===== src/rtl/wt_mem_arbiter.sv =====
// wt_mem_arbiter: merges NumPorts cache request channels onto one memory port,
// tags memory IDs with the source port, routes returns by that tag and fans
// memory invalidations out to every port.
// Build option: define WT_MEM_ARB_FIXED_PRIO_EN for fixed lowest-index priority
// (no round-robin pointer); default build is round-robin.

// Per-port outstanding request counter.
module wt_mem_arb_port_cnt #(
  parameter int CntW           = 3,
  parameter int MaxOutstanding = 4
) (
  input  logic            clk_i,
  input  logic            rst_ni,
  input  logic            inc_i,
  input  logic            dec_i,
  output logic [CntW-1:0] cnt_o,
  output logic            avail_o
);
  logic [CntW-1:0] cnt_q, cnt_d;

  // Simultaneous increment and decrement cancel out.
  always_comb begin
    cnt_d = cnt_q;
    if (inc_i && !dec_i)      cnt_d = cnt_q + 1'b1;
    else if (dec_i && !inc_i) cnt_d = cnt_q - 1'b1;
  end

  // Counter register.
  always_ff @(posedge clk_i or negedge rst_ni) begin
    if (!rst_ni) cnt_q <= '0;
    else         cnt_q <= cnt_d;
  end

  assign cnt_o   = cnt_q;
  assign avail_o = (cnt_q < CntW'(MaxOutstanding));
endmodule

module wt_mem_arbiter #(
  parameter  int NumPorts       = 2,
  parameter  int AddrWidth      = 56,
  parameter  int DataWidth      = 64,
  parameter  int RtrnWidth      = 128,
  parameter  int TxIdWidth      = 2,
  parameter  int MaxOutstanding = 4,
  localparam int IdxW           = (NumPorts > 1) ? $clog2(NumPorts) : 1,
  localparam int MemIdW         = TxIdWidth + IdxW
) (
  input  logic                                clk_i,
  input  logic                                rst_ni,
  // cache side
  input  logic [NumPorts-1:0]                 req_i,
  input  logic [NumPorts-1:0][AddrWidth-1:0]  req_addr_i,
  input  logic [NumPorts-1:0][DataWidth-1:0]  req_wdata_i,
  input  logic [NumPorts-1:0][2:0]            req_type_i,
  input  logic [NumPorts-1:0][TxIdWidth-1:0]  req_tid_i,
  output logic [NumPorts-1:0]                 ack_o,
  output logic [NumPorts-1:0]                 rtrn_vld_o,
  output logic [RtrnWidth-1:0]                rtrn_data_o,
  output logic [2:0]                          rtrn_type_o,
  output logic [TxIdWidth-1:0]                rtrn_tid_o,
  output logic [NumPorts-1:0]                 inv_req_o,
  output logic [AddrWidth-1:0]                inv_addr_o,
  input  logic [NumPorts-1:0]                 inv_ack_i,
  // memory side
  output logic                                mem_req_o,
  output logic [AddrWidth-1:0]                mem_addr_o,
  output logic [DataWidth-1:0]                mem_wdata_o,
  output logic [2:0]                          mem_type_o,
  output logic [MemIdW-1:0]                   mem_tid_o,
  input  logic                                mem_ack_i,
  input  logic                                mem_rtrn_vld_i,
  input  logic [RtrnWidth-1:0]                mem_rtrn_data_i,
  input  logic [2:0]                          mem_rtrn_type_i,
  input  logic [MemIdW-1:0]                   mem_rtrn_tid_i,
  input  logic                                mem_inv_req_i,
  input  logic [AddrWidth-1:0]                mem_inv_addr_i,
  output logic                                mem_inv_ack_o,
  output logic                                err_o
);
  localparam int CntW = $clog2(MaxOutstanding + 1);

  typedef enum logic [1:0] {INV_IDLE, INV_BCAST, INV_DONE} inv_state_e;

  inv_state_e                      inv_state_q, inv_state_d;
  logic [NumPorts-1:0]             pend_q, pend_d;
  logic [AddrWidth-1:0]            inv_addr_q, inv_addr_d;
  logic [NumPorts-1:0]             elig, avail, cnt_zero;
  logic [NumPorts-1:0][CntW-1:0]   cnt;
  logic [IdxW-1:0]                 win_idx, gnt_idx, gnt_q, gnt_d;
  logic                            win_vld, gnt_vld_q, gnt_vld_d, xfer;
  logic [IdxW-1:0]                 rtrn_idx;
  logic                            rtrn_idx_ok, err_q, err_d;

  // New grants are held off while an invalidation is in flight.
  assign elig = req_i & avail & {NumPorts{inv_state_q == INV_IDLE}};

`ifdef WT_MEM_ARB_FIXED_PRIO_EN
  // Fixed priority: lowest eligible index wins (scan high to low, last hit wins).
  always_comb begin
    win_vld = 1'b0;
    win_idx = '0;
    for (int i = NumPorts - 1; i >= 0; i--) begin
      if (elig[i]) begin
        win_vld = 1'b1;
        win_idx = IdxW'(i);
      end
    end
  end
`else
  logic [IdxW-1:0] ptr_q, ptr_d;
  logic [IdxW-1:0] cand;

  // Round-robin: first eligible port at or after the pointer, scanned so the
  // candidate closest to the pointer is written last.
  always_comb begin
    win_vld = 1'b0;
    win_idx = '0;
    cand    = '0;
    for (int k = NumPorts - 1; k >= 0; k--) begin
      cand = IdxW'((int'(ptr_q) + k) % NumPorts);
      if (elig[cand]) begin
        win_vld = 1'b1;
        win_idx = cand;
      end
    end
  end

  // Pointer moves past the winner on every accepted transfer.
  always_comb begin
    ptr_d = ptr_q;
    if (xfer) ptr_d = (gnt_idx == IdxW'(NumPorts - 1)) ? '0 : gnt_idx + 1'b1;
  end

  // Round-robin pointer register.
  always_ff @(posedge clk_i or negedge rst_ni) begin
    if (!rst_ni) ptr_q <= '0;
    else         ptr_q <= ptr_d;
  end
`endif

  // A locked grant overrides arbitration until the memory side accepts it.
  assign gnt_idx   = gnt_vld_q ? gnt_q : win_idx;
  assign mem_req_o = gnt_vld_q | win_vld;
  assign xfer      = mem_req_o & mem_ack_i;

  // Lock the grant when a request is stalled, release on acceptance.
  always_comb begin
    gnt_vld_d = gnt_vld_q;
    gnt_d     = gnt_q;
    if (xfer) begin
      gnt_vld_d = 1'b0;
    end else if (mem_req_o) begin
      gnt_vld_d = 1'b1;
      gnt_d     = gnt_idx;
    end
  end

  // Granted payload, zeroed when nothing is requested.
  always_comb begin
    mem_addr_o  = '0;
    mem_wdata_o = '0;
    mem_type_o  = '0;
    mem_tid_o   = '0;
    if (mem_req_o) begin
      mem_addr_o  = req_addr_i[gnt_idx];
      mem_wdata_o = req_wdata_i[gnt_idx];
      mem_type_o  = req_type_i[gnt_idx];
      mem_tid_o   = {gnt_idx, req_tid_i[gnt_idx]};
    end
  end

  // Return routing: upper ID bits select the port, lower bits go back as-is.
  assign rtrn_idx    = mem_rtrn_tid_i[MemIdW-1 -: IdxW];
  assign rtrn_idx_ok = ({1'b0, rtrn_idx} < (IdxW + 1)'(NumPorts));
  assign rtrn_data_o = mem_rtrn_data_i;
  assign rtrn_type_o = mem_rtrn_type_i;
  assign rtrn_tid_o  = mem_rtrn_tid_i[TxIdWidth-1:0];

  for (genvar i = 0; i < NumPorts; i++) begin : g_port
    assign ack_o[i]      = xfer & (gnt_idx == IdxW'(i));
    assign rtrn_vld_o[i] = mem_rtrn_vld_i & rtrn_idx_ok & (rtrn_idx == IdxW'(i));
    assign cnt_zero[i]   = (cnt[i] == '0);

    // A stray return to an idle port is flagged but never underflows.
    wt_mem_arb_port_cnt #(
      .CntW           (CntW),
      .MaxOutstanding (MaxOutstanding)
    ) u_cnt (
      .clk_i   (clk_i),
      .rst_ni  (rst_ni),
      .inc_i   (ack_o[i]),
      .dec_i   (rtrn_vld_o[i] & ~cnt_zero[i]),
      .cnt_o   (cnt[i]),
      .avail_o (avail[i])
    );
  end

  // Sticky error on out-of-range or unexpected returns.
  assign err_d = err_q | (mem_rtrn_vld_i & (~rtrn_idx_ok | (|(rtrn_vld_o & cnt_zero))));
  assign err_o = err_q;

  // Invalidation FSM: broadcast, collect per-port acks, single done pulse.
  always_comb begin
    inv_state_d   = inv_state_q;
    pend_d        = pend_q;
    inv_addr_d    = inv_addr_q;
    inv_req_o     = '0;
    mem_inv_ack_o = 1'b0;
    case (inv_state_q)
      INV_IDLE: begin
        if (mem_inv_req_i) begin
          inv_addr_d  = mem_inv_addr_i;
          pend_d      = '1;
          inv_state_d = INV_BCAST;
        end
      end
      INV_BCAST: begin
        inv_req_o = pend_q;
        pend_d    = pend_q & ~inv_ack_i;
        if (pend_d == '0) inv_state_d = INV_DONE;
      end
      INV_DONE: begin
        mem_inv_ack_o = 1'b1;
        inv_state_d   = INV_IDLE;
      end
      default: inv_state_d = INV_IDLE;
    endcase
  end

  assign inv_addr_o = inv_addr_q;

  // State registers.
  always_ff @(posedge clk_i or negedge rst_ni) begin
    if (!rst_ni) begin
      gnt_vld_q   <= 1'b0;
      gnt_q       <= '0;
      err_q       <= 1'b0;
      inv_state_q <= INV_IDLE;
      pend_q      <= '0;
      inv_addr_q  <= '0;
    end else begin
      gnt_vld_q   <= gnt_vld_d;
      gnt_q       <= gnt_d;
      err_q       <= err_d;
      inv_state_q <= inv_state_d;
      pend_q      <= pend_d;
      inv_addr_q  <= inv_addr_d;
    end
  end
endmodule


===== config.mk =====
export PLATFORM = sky130hd
export DESIGN_NAME = wt_mem_arbiter
export DESIGN_NICKNAME = d
export VERILOG_FILES = /design/src/rtl/wt_mem_arbiter.sv
export SDC_FILE = /design/constraint.sdc
export NUM_CORES = 1
export LEC_CHECK = 0
export ABC_CLOCK_PERIOD_IN_PS = 3100
export CAP_MARGIN = 20
export CORE_AREA = 3 3 298 300
export CTS_CLUSTER_DIAMETER = 100
export CTS_CLUSTER_SIZE = 16
export DETAILED_ROUTE_END_ITERATION = 16
export DIE_AREA = 0 0 301 303
export GPL_TIMING_DRIVEN = 0
export PLACE_DENSITY_LB_ADDON = 0.3
export SLEW_MARGIN = 10
export SYNTH_ARGS = -nofsm -noshare
export SYNTH_HDL_FRONTEND = slang
export SYNTH_SLANG_ARGS = --single-unit
export TNS_END_PERCENT = 5

===== constraint.sdc =====
create_clock -name clk_i -period 3.1 [get_ports clk_i]
set_input_delay 0.465 -clock clk_i [delete_from_list [all_inputs] [get_ports clk_i]]
set_output_delay 0.465 -clock clk_i [all_outputs]
set_load 0.05 [all_outputs]

### Word-level counts from Yosys, hierarchy flattened

Index checks and enable logic that the tools add are counted.

* register bits after elaboration: 70
* input port bits: 449
* logic and storage cells: 100
* output and inout bits: 324

* muxes and demuxes: 35
* reduce and logical (&&, ||, !) cells: 21
* magnitude comparators: 5
* add/sub/neg operators: 6
* bitwise gates (word level): 20
* equal/unequal tests: 4

Operators by type and width (number)
* 64-bit two-way mux: 3
* 56-bit two-way mux: 3
* 3-bit two-way mux: 8
* 1-bit two-way mux: 13
* 2-bit two-way mux: 6
* 1-bit AND: 8
* 2-bit AND: 4
* 2-bit case mux with 2 select lines: 2
* 2-bit AND reduction: 4
* 2-bit nonzero test: 4
* 3-bit by 1-bit adder with 3-bit output (second input constant): 2
* 3-bit logical NOT: 2
* 1-bit by 2-bit < comparator with 1-bit output (second input constant): 3
* 3-bit < comparator (second input constant): 2
* 3-bit by 1-bit subtractor with 3-bit output (second input constant): 2
* 1-bit NOT: 5
* 1-bit logical AND: 4
* 1-bit logical NOT: 4
* 2-bit logical NOT: 2
* 2-bit inequality test (second input constant): 2
* 1-bit adder (second input constant): 2
* 2-bit by 1-bit == test with 1-bit output (second input constant): 1
* 2-bit == test (second input constant): 1
* 2-bit NOT: 1
* other kinds (2): 3

### Depth between registers and ports, before layout

Gate-level depths: netlist of the first run.

* depth in word-level cells: 14
* mapped depth: 11
* gate-level depth less buffers: 9

### Cells and area by module

A second synthesis of the first run with hierarchy kept.

* cell total of the unflattened synthesis: 495
* area, all modules: 5506.5 µm²

By module, submodules not included
* wt_mem_arbiter: cells an instance 469, times used 1, area each 5186.2 µm², seq. area each 1601.5 µm²
* wt_mem_arb_port_cnt: cells an instance 13, times used 2, area each 160.2 µm², seq. area each 75.1 µm²

### Worst setup path after synthesis of the first run

No wires, ideal clock.

* path kind: flip-flop to output port
* start point: register gnt_vld_q
* end point: output mem_addr_o[19]
* required time: 2.635 ns
* stages on the path, launching flop included: 6
* arrival: 2.883 ns
* path buffers: 2
* path slack: -0.248 ns
* cells stage by stage: dfrtp_1 or4b_1 buf_2 o211a_2 clkbuf_1 o31ai_1

* longest elaborated chain between the ends: 4
* elaborated cells on any way between the ends: 5
* those cells by class: mux: 4; bitwise: 1

RTL lines
* from (decl): RTL line 90 `logic win_vld, gnt_vld_q, gnt_vld_d, xfer;`
* from (signal assigned): RTL line 242 `gnt_vld_q <= gnt_vld_d;`
* 1-bit two-way mux: RTL line 142 `assign gnt_idx = gnt_vld_q ? gnt_q : win_idx;`
* 56-bit two-way mux (implied by the code) (2 in series): RTL line 165 `mem_addr_o = req_addr_i[gnt_idx];`
* 56-bit two-way mux (*): RTL line 164 `if (mem_req_o) begin`
* to (decl): RTL line 66 `output logic [AddrWidth-1:0] mem_addr_o,`

Every way passes the cells marked *; elsewhere a longest branch is shown, timed or not. The select of a mux whose other input is x is not followed.

### Final worst setup path of the first run

* start point: input req_i[0]
* end point: output mem_addr_o[6]

* longest elaborated chain between the ends: 10
* elaborated cells on any way between the ends: 15
* those cells by class: mux: 12; bitwise: 3

RTL lines
* from (decl): RTL line 51 `input logic [NumPorts-1:0] req_i,`
* 2-bit AND (*) (2 in series): RTL line 95 `assign elig = req_i & avail & {NumPorts{inv_state_q == INV_IDLE}};`
* 1-bit two-way mux (implied by the code) (2 in series): RTL line 121 `if (elig[cand]) begin`
* 1-bit two-way mux (2 in series): RTL line 121
* 1-bit two-way mux: RTL line 142
* 56-bit two-way mux (implied by the code) (2 in series): RTL line 165
* 56-bit two-way mux (*): RTL line 164

Marks and branches as above.

==> impl_metrics.prom, run 1 <==
# TYPE chip_impl_metric gauge
chip_impl_metric{name="dr_total_vias",unit=""} 8817
chip_impl_info{name="critical_path.slowest_cell",value="sky130_fd_sc_hd__or4b_4"} 1
chip_impl_metric{name="synth.distinct_cells",unit=""} 32
chip_impl_metric{name="max_clock_freq",unit="MHz"} 323
chip_impl_metric{name="ff_latch_area",unit="um^2"} 1750
chip_impl_metric{name="maxCapViolations",unit=""} 0
chip_impl_metric{name="pd_cells",unit="nW/um^2"} 1120
chip_impl_metric{name="core-area",unit="um^2"} 86500
chip_impl_metric{name="mappedNetlistArea",unit="um^2"} 7220
chip_impl_metric{name="detailedPlacementHpwl",unit="um"} 43100
chip_impl_metric{name="p_seq_frac",unit=""} 0.098
chip_impl_metric{name="cts_made_buffers",unit=""} 9
chip_impl_info{name="grt_setup_unrepaired",value="yes"} 1
chip_impl_info{name="ordered_list_of_cells_on_the_worst_path",value="clkdlybuf4s50_1 > or4b_4 > buf_12 > o211a_2 > buf_12 > buf_6 > o31ai_2 > buf_6"} 1
chip_impl_metric{name="critical_path.max_fanout",unit=""} 11
chip_impl_info{name="synth_top_family_by_area",value="compound AO/OA/AOI/OAI gates"} 1
chip_impl_metric{name="drt_antenna_net_count",unit=""} 0
chip_impl_metric{name="die_h",unit="um"} 303
chip_impl_metric{name="internal_power",unit="uW"} 6780
chip_impl_metric{name="grt_antenna_before_repair",unit=""} 8
chip_impl_metric{name="timing.final.crit_period",unit="ps"} 3090
chip_impl_metric{name="relative_contribution_of_the_clock_network_to_total_power",unit=""} 0.064
chip_impl_metric{name="ctsLongestPathBuffers",unit=""} 2
chip_impl_metric{name="drt_first_pass_iters",unit=""} 4
chip_impl_metric{name="finalInstanceArea",unit="um^2"} 15600
chip_impl_info{name="clockRootBuffer",value="sky130_fd_sc_hd__clkbuf_16"} 1
chip_impl_metric{name="worstPathRequired",unit="ps"} 2630
chip_impl_info{name="cp-end-kind",value="primary output"} 1
chip_impl_info{name="critical_path_class",value="input pin to primary output"} 1
chip_impl_metric{name="start_util",unit=""} 0.0835
chip_impl_metric{name="synth.area.mux_share",unit=""} 0.0905
chip_impl_metric{name="htree_levels",unit=""} 3
chip_impl_metric{name="setup_viol",unit=""} 0
chip_impl_metric{name="tritoncts_num_sinks",unit=""} 70
chip_impl_metric{name="async_reset_ff_frac",unit=""} 1.00
chip_impl_metric{name="wl_per_cell",unit="um"} 19.5
chip_impl_metric{name="post_synth_and_or_nand_nor_area_fraction",unit=""} 0.0229
chip_impl_metric{name="wire_length_of_the_first_global_routing_pass",unit="um"} 67200
chip_impl_metric{name="synth-compound-area-share",unit=""} 0.362
chip_impl_metric{name="die_w",unit="um"} 301
chip_impl_metric{name="finalCritPeriodShare",unit=""} 0.997
chip_impl_metric{name="worst-slew-pin-transition",unit="ps"} 837
chip_impl_info{name="ys_dominant_reg_cell",value="sky130_fd_sc_hd__dfrtp_1"} 1
chip_impl_info{name="start_kind",value="input pin"} 1
chip_impl_info{name="cts_tree",value="yes"} 1
chip_impl_metric{name="p_comb_frac",unit=""} 0.838
chip_impl_metric{name="whs",unit="ps"} 481
chip_impl_metric{name="grt_pass1_vias",unit=""} 9243
chip_impl_metric{name="clock_insertion_delay_worst_skew",unit="ps"} 340
chip_impl_metric{name="synth_xor_area_frac",unit=""} 0.00728
chip_impl_metric{name="synthesis.instances",unit=""} 781
chip_impl_metric{name="syn_area_per_cell",unit="um^2"} 9.25
chip_impl_metric{name="switching_power",unit="uW"} 10700
chip_impl_metric{name="cp_slowest_stage_delay",unit="ps"} 480
chip_impl_info{name="outcome",value="complete, no violations"} 1
chip_impl_metric{name="mappedNetlistNets",unit=""} 1234
chip_impl_metric{name="peakVddDrop",unit="uV"} 562
chip_impl_metric{name="ys_ff_latch",unit=""} 70
chip_impl_metric{name="drcViolationCount",unit=""} 0
chip_impl_metric{name="final_max_slew_viol_count",unit=""} 0
chip_impl_metric{name="initialDrtViolationCount",unit=""} 391
chip_impl_metric{name="power_leakage",unit="uW"} 0.00629
chip_impl_metric{name="num_rows",unit=""} 108
chip_impl_metric{name="finalHoldViolations",unit=""} 0
chip_impl_metric{name="yosys.area_share.adder",unit=""} 0.00901
chip_impl_metric{name="port_buffers",unit=""} 639
chip_impl_metric{name="route.final.wire_length",unit="um"} 50700
chip_impl_metric{name="worst_clock_skew",unit="ps"} 8.90
chip_impl_metric{name="seq_area_frac_synth",unit=""} 0.243
chip_impl_metric{name="final.setup.worst_slack",unit="ps"} 8.36
chip_impl_metric{name="ioPinCount",unit=""} 773
chip_impl_metric{name="synth-warning-count",unit=""} 0
chip_impl_metric{name="groute.usage.overall",unit=""} 0.101
chip_impl_metric{name="die_area",unit="um^2"} 91200
chip_impl_metric{name="gpl.final_weighted_congestion",unit=""} 0.943
chip_impl_metric{name="globalRouteOverflowTotal",unit=""} 0
chip_impl_metric{name="routed_via_density",unit=""} 3.39
chip_impl_metric{name="grt_start_max_net_pins",unit=""} 55
chip_impl_metric{name="layout-drive-gt1-share",unit=""} 0.357
chip_impl_metric{name="dpl_cell_area",unit="um^2"} 15100
chip_impl_metric{name="multiInputGateArea",unit="um^2"} 3740
chip_impl_metric{name="flow.area_growth_from_synthesis",unit="%"} 116
chip_impl_metric{name="slew-limit-headroom",unit=""} 0.440
chip_impl_info{name="worstHoldPathType",value="register to register"} 1
chip_impl_metric{name="clkTransAtPathRegs",unit="ps"} 60
chip_impl_metric{name="final_nets",unit=""} 1889
chip_impl_metric{name="detailedPlace.worstSlack",unit="ps"} -1770
chip_impl_metric{name="critical_path_arrival",unit="ps"} 2630
chip_impl_metric{name="num-fill-cells",unit=""} 9673
chip_impl_metric{name="sw_frac_of_total",unit=""} 0.612
chip_impl_metric{name="number_of_flops_mapped_to_enable_cells_by_yosys",unit=""} 0
registers in the layout, indices dropped and copies added (netlist names):
| signal | count |
|---|---|
| gnt_vld_q | 1 |
| ptr_q | 1 |
| g_port.u_cnt.cnt_o | 6 |
| inv_state_q | 2 |
| pend_q | 2 |
| gnt_q | 1 |
| inv_addr_o | 56 |
| err_o | 1 |
logic make-up after synthesis:
family,count (synthesis)
DFF,70
and+or+nand+nor,27
xor gates and xnor gates,6
muxes,58
adders and majority gates,4
buffers and inverters,355
AOI/OAI and AO/OA,261
cells in the final DEF (no fill, tap or decap), drive strengths merged, types with 2 or more instances in the layout:
cell	n
a21oi	2
and2	5
buf	275
bufinv	2
clkbuf	91
clkdlybuf4s50	509
clkinv	3
dfrtp	70
diode	5
dlygate4sd2	2
fa	2
ha	2
inv	130
mux2	58
nand2b	2
nor2	7
nor2b	3
nor3b	3
nor4	2
nor4b	3
o2111ai	125
o31ai	127
xnor2	2
xor2	4
worst max-delay path, delay by kind of cell:
| family | cells | cell delay [ps] |
|---|---|---|
| buffers and inverters | 5 | 1170 |
| AND/OR/NAND/NOR | 1 | 480 |
| AO/OA/AOI/OAI | 2 | 490 |
worst paths after layout:
path | end | slack [ps] | startpoint | depth (start not counted)
worst max-delay path | mem_addr_o[6] | 8 | req_i[0] | 8
worst min-delay path | err_o$_DFF_PN0_ | 480 | err_o$_DFF_PN0_ | 1
worst max register to register | g_port[0].u_cnt.cnt_o[2]$_DFFE_PN0P_ | 150 | gnt_vld_q$_DFFE_PN0P_ | 11
worst min register to register | err_o$_DFF_PN0_ | 480 | err_o$_DFF_PN0_ | 1
max in group asynchronous | inv_state_q[0]$_DFFE_PN0P_ | 1990 | rst_ni | 3
min in group asynchronous | inv_addr_o[29]$_DFFE_PN0P_ | 540 | rst_ni | 2
metrics by stage:
stage,utilization,setup TNS [ps],cells,power [uW]
3_3_place_gp,0.174,-253060,2575,16300
6_report,0.180,0,2601,17500
3_5_place_dp,0.174,-170260,2576,16400
4_1_cts,0.177,-4450,2594,17200
2_1_floorplan,-,-2000,781,11000
5_1_grt,0.180,-269,2598,18300
area by class of cell:
| cell class | count | area share |
|---|---|---|
| Clock buffer | 10 | 0.0147 |
| Clock inverter | 6 | 0.00555 |
| Sequential cell | 70 | 0.113 |
| Timing Repair Buffer | 644 | 0.400 |
| Antenna cell | 5 | 0.000804 |
| Inverter | 130 | 0.0314 |
| Buffer | 225 | 0.102 |
| Tap cell | 1155 | 0.0929 |
| Multi-Input combinational cell | 356 | 0.240 |
synthesized netlist by cell type, drive strengths merged (3+ instances only):
master | instances | area share
and2 | 5 | 0.0043
buf | 175 | 0.17
clkbuf | 50 | 0.026
dfrtp | 70 | 0.24
inv | 130 | 0.068
mux2 | 58 | 0.090
nor2 | 7 | 0.0036
nor2b | 3 | 0.0026
nor3b | 3 | 0.0031
nor4b | 3 | 0.0036
o2111ai | 125 | 0.15
o31ai | 127 | 0.20
xor2 | 4 | 0.0049
power by group through the flow:
| stage | combinational, uW | sequential, uW | clock, uW |
|---|---|---|---|
| after detailed placement | 14700 | 1700 | 0 |
| after global routing | 15300 | 1780 | 1200 |
| after global placement | 14600 | 1680 | 0 |
| after floorplan | 7990 | 3000 | 0 |
| after CTS | 14400 | 1710 | 1150 |
| final | 14600 | 1710 | 1110 |
what timing repair did:
action / in CTS / in global routing
gates cloned: 0 / 0
hold buffers: 1 / 0
buffers inserted: 1 / 2
endpoints found under the setup margin: 134 / 108
pin swaps: 1 / 3
gates resized for setup: 718 / 233
endpoints found under the hold margin: 9 / 0
layer usage:
| metal | global-route usage | up-vias | part of all wire |
|---|---|---|---|
| met2 | 0.193 | 472 | 0.53 |
| met4 | 0.0310 | 8 | 0.028 |
| met5 | 0 | - | 0.0010 |
| li1 | - | 4069 | - |
| met1 | 0.107 | 4223 | 0.35 |
| met3 | 0.0294 | 45 | 0.087 |
(Power assumes the default switching activity.)
==> run 2: changes to the inputs <==
Settings changed: CORE_AREA 3 3 298 300 to 3 3 303 305, DIE_AREA 0 0 301 303 to 0 0 306 308, DONT_BUFFER_PORTS from default to 1.
==> impl_metrics.prom, run 2 (synthesis gave the netlist of run 1 again) <==
# TYPE chip_impl_metric gauge
chip_impl_info{name="clockRootBuffer",value="sky130_fd_sc_hd__clkbuf_16"} 1
chip_impl_info{name="crit-reg2reg-capture",value="g_port[0].u_cnt.cnt_o[2]$_DFFE_PN0P_"} 1
chip_impl_metric{name="ioPinCount",unit=""} 773
chip_impl_metric{name="groute.usage.overall",unit=""} 0.0979
chip_impl_metric{name="largest_reg_flops",unit=""} 56
chip_impl_metric{name="worst-slew-pin-transition",unit="ps"} 1060
chip_impl_metric{name="drcViolationCount",unit=""} 0
chip_impl_info{name="worstHoldPathType",value="input pin to asynchronous set/reset pin"} 1
chip_impl_info{name="layout.cells.most_common_list",value="sky130_fd_sc_hd__buf_4 (155), sky130_fd_sc_hd__inv_1 (130), sky130_fd_sc_hd__o2111ai_1 (114), sky130_fd_sc_hd__o31ai_4 (114), sky130_fd_sc_hd__dfrtp_1 (65)"} 1
chip_impl_metric{name="timing.final.crit_period",unit="ps"} 3110
chip_impl_metric{name="peakVddDrop",unit="uV"} 819
chip_impl_metric{name="gpl.final_weighted_congestion",unit=""} 0.922
chip_impl_metric{name="finalCritPeriodShare",unit=""} 1.00
chip_impl_metric{name="htree_levels",unit=""} 3
chip_impl_metric{name="finalHoldViolations",unit=""} 0
chip_impl_info{name="grt_setup_unrepaired",value="yes"} 1
chip_impl_metric{name="start_util",unit=""} 0.0806
chip_impl_metric{name="worst_clock_skew",unit="ps"} 14.8
chip_impl_metric{name="drt_first_pass_iters",unit=""} 4
chip_impl_metric{name="slew-limit-headroom",unit=""} 0.294
chip_impl_info{name="cp-end-kind",value="primary output"} 1
chip_impl_metric{name="grt_pass1_vias",unit=""} 7007
chip_impl_metric{name="core-area",unit="um^2"} 89600
chip_impl_metric{name="final_cell_count_no_fill",unit=""} 2009
chip_impl_info{name="critPathLaunch",value="g_port[0].u_cnt.cnt_o[2]$_DFFE_PN0P_"} 1
chip_impl_metric{name="globalRouteOverflowTotal",unit=""} 0
chip_impl_info{name="r2r_start",value="g_port[0].u_cnt.cnt_o[2]$_DFFE_PN0P_"} 1
chip_impl_metric{name="port_buffers",unit=""} 0
chip_impl_metric{name="worstPathRequired",unit="ps"} 2630
chip_impl_metric{name="number_of_cells_on_the_worst_reg_to_reg_path",unit=""} 10
chip_impl_metric{name="grt_antenna_before_repair",unit=""} 17
chip_impl_metric{name="critical_path_arrival",unit="ps"} 2640
chip_impl_metric{name="initialDrtViolationCount",unit=""} 389
chip_impl_info{name="layout.cells.most_common",value="sky130_fd_sc_hd__buf_4"} 1
chip_impl_info{name="violated_checks",value="negative setup slack"} 1
chip_impl_info{name="start_kind",value="register"} 1
chip_impl_metric{name="dr_total_vias",unit=""} 6645
chip_impl_metric{name="num_rows",unit=""} 110
chip_impl_metric{name="final.setup.worst_slack",unit="ps"} -9.30
chip_impl_metric{name="route.final.wire_length",unit="um"} 50200
chip_impl_metric{name="maxCapViolations",unit=""} 0
chip_impl_metric{name="wire_length_of_the_first_global_routing_pass",unit="um"} 63700
chip_impl_metric{name="grt_start_max_net_pins",unit=""} 71
chip_impl_metric{name="die_area",unit="um^2"} 94200
chip_impl_metric{name="cts_made_buffers",unit=""} 9
chip_impl_metric{name="clock_insertion_delay_worst_skew",unit="ps"} 340
chip_impl_metric{name="detailedPlacementHpwl",unit="um"} 42600
chip_impl_metric{name="power_leakage",unit="uW"} 0.00390
chip_impl_metric{name="tritoncts_num_sinks",unit=""} 70
chip_impl_metric{name="clkTransAtPathRegs",unit="ps"} 70
chip_impl_metric{name="setup_viol",unit=""} 1
chip_impl_info{name="critical_path.endpoint",value="mem_addr_o[26]"} 1
chip_impl_metric{name="die_w",unit="um"} 306
chip_impl_metric{name="critical_path.max_fanout",unit=""} 10
chip_impl_metric{name="setup_tns",unit="ps"} -9.30
chip_impl_metric{name="pd_cells",unit="nW/um^2"} 1530
chip_impl_metric{name="whs",unit="ps"} 4.83
chip_impl_metric{name="wl_per_cell",unit="um"} 25.0
chip_impl_metric{name="die_h",unit="um"} 308
chip_impl_metric{name="flow.area_growth_from_synthesis",unit="%"} 49.2
chip_impl_metric{name="final_nets",unit=""} 1269
chip_impl_metric{name="ctsLongestPathBuffers",unit=""} 2
chip_impl_metric{name="fin_total_pwr",unit="uW"} 16500
chip_impl_info{name="outcome",value="complete, but fails checks"} 1
chip_impl_metric{name="reg2reg_slack",unit="ps"} 130
chip_impl_metric{name="max_clock_freq",unit="MHz"} 322
chip_impl_metric{name="drt_antenna_net_count",unit=""} 0
chip_impl_metric{name="layout-drive-gt1-share",unit=""} 0.529
chip_impl_info{name="cts_tree",value="yes"} 1
chip_impl_metric{name="fin_util",unit=""} 0.120
chip_impl_metric{name="place_inst",unit=""} 1969
chip_impl_metric{name="final_max_slew_viol_count",unit=""} 0
chip_impl_info{name="critical_path_class",value="register to primary output"} 1
chip_impl_metric{name="routed_via_density",unit=""} 3.31
[run 2: cell types whose count changed in the layout (fill, tap and decap cells not counted), moves of 16 or more]
cell,previous run,this run
sky130_fd_sc_hd__clkbuf_4,34,2
sky130_fd_sc_hd__clkdlybuf4s50_1,509,0
sky130_fd_sc_hd__buf_4,205,155
sky130_fd_sc_hd__o31ai_2,94,11
sky130_fd_sc_hd__o31ai_1,23,2
sky130_fd_sc_hd__buf_2,25,7
sky130_fd_sc_hd__o31ai_4,10,114
sky130_fd_sc_hd__buf_6,35,19
[run 2: how the worst min path moves through the flow]
stage | startpoint | end | slack (ps) | depth (start not counted)
final | rst_ni | inv_addr_o[43]$_DFFE_PN0P_ | 5 | 1
after global routing | rst_ni | inv_addr_o[41]$_DFFE_PN0P_ | 9 | 1
after CTS | rst_ni | inv_addr_o[21]$_DFFE_PN0P_ | 8 | 1
after detailed placement | rst_ni | inv_addr_o[31]$_DFFE_PN0P_ | 170 | 0
after global placement | rst_ni | inv_addr_o[44]$_DFFE_PN0P_ | 170 | 0
after floorplan | rst_ni | err_o$_DFF_PN0_ | 170 | 0
[run 2: metrics by stage]
step	area [um^2]	setup WS (ps)
floorplan	7220	-248
global placement	8690	-1470
detailed placement	8970	-837
CTS	10600	-58.0
global route	10800	-68.2
finish	10800	-9.30
[run 2: timing repair]
| item | in CTS | in global routing |
|---|---|---|
| endpoints found under the setup margin | 133 | 81 |
| buffers inserted | 8 | 2 |
| hold buffers | 1 | 0 |
| resized for setup | 208 | 26 |
| pin swaps | 14 | 11 |
| gates cloned | 0 | 2 |
| endpoints found under the hold margin | 70 | 0 |
[run 2: per-layer routing]
metal	wire [um]	track usage	share of wire	vias up
met2	25300	0.173	0.50	476
met3	4160	0.0309	0.083	66
met1	18100	0.104	0.36	3242
li1	-	-	-	2857
met4	2600	0.0542	0.052	4
met5	27	0	0.00054	-
[run 2: area by class of cell]
type	instances	area, um^2
fill	10200	78800
multi-input combinational	356	4810
buffer	224	1610
antenna	12	30.0
tap	1176	1470
clock buffer	9	225
clock inverter	7	75.1
inverter	130	488
timing repair buffer	25	309
sequential	70	1760
[run 2: worst max-delay path, cell delays in order, from the launching register on]
cell and delay [ps]:
sky130_fd_sc_hd__dfrtp_2 440, sky130_fd_sc_hd__or4b_4 620, sky130_fd_sc_hd__o211a_4 230, sky130_fd_sc_hd__clkbuf_8 260, sky130_fd_sc_hd__o31ai_4 710
[run 2: report_power, final]
group / switching (uW) / leakage [uW] / total [uW] / internal [uW]
combinational: 9030 / 0.00294 / 12300 / 3240
sequential: 1810 / 0.000813 / 3180 / 1360
clock: 489 / 0.000145 / 1060 / 572
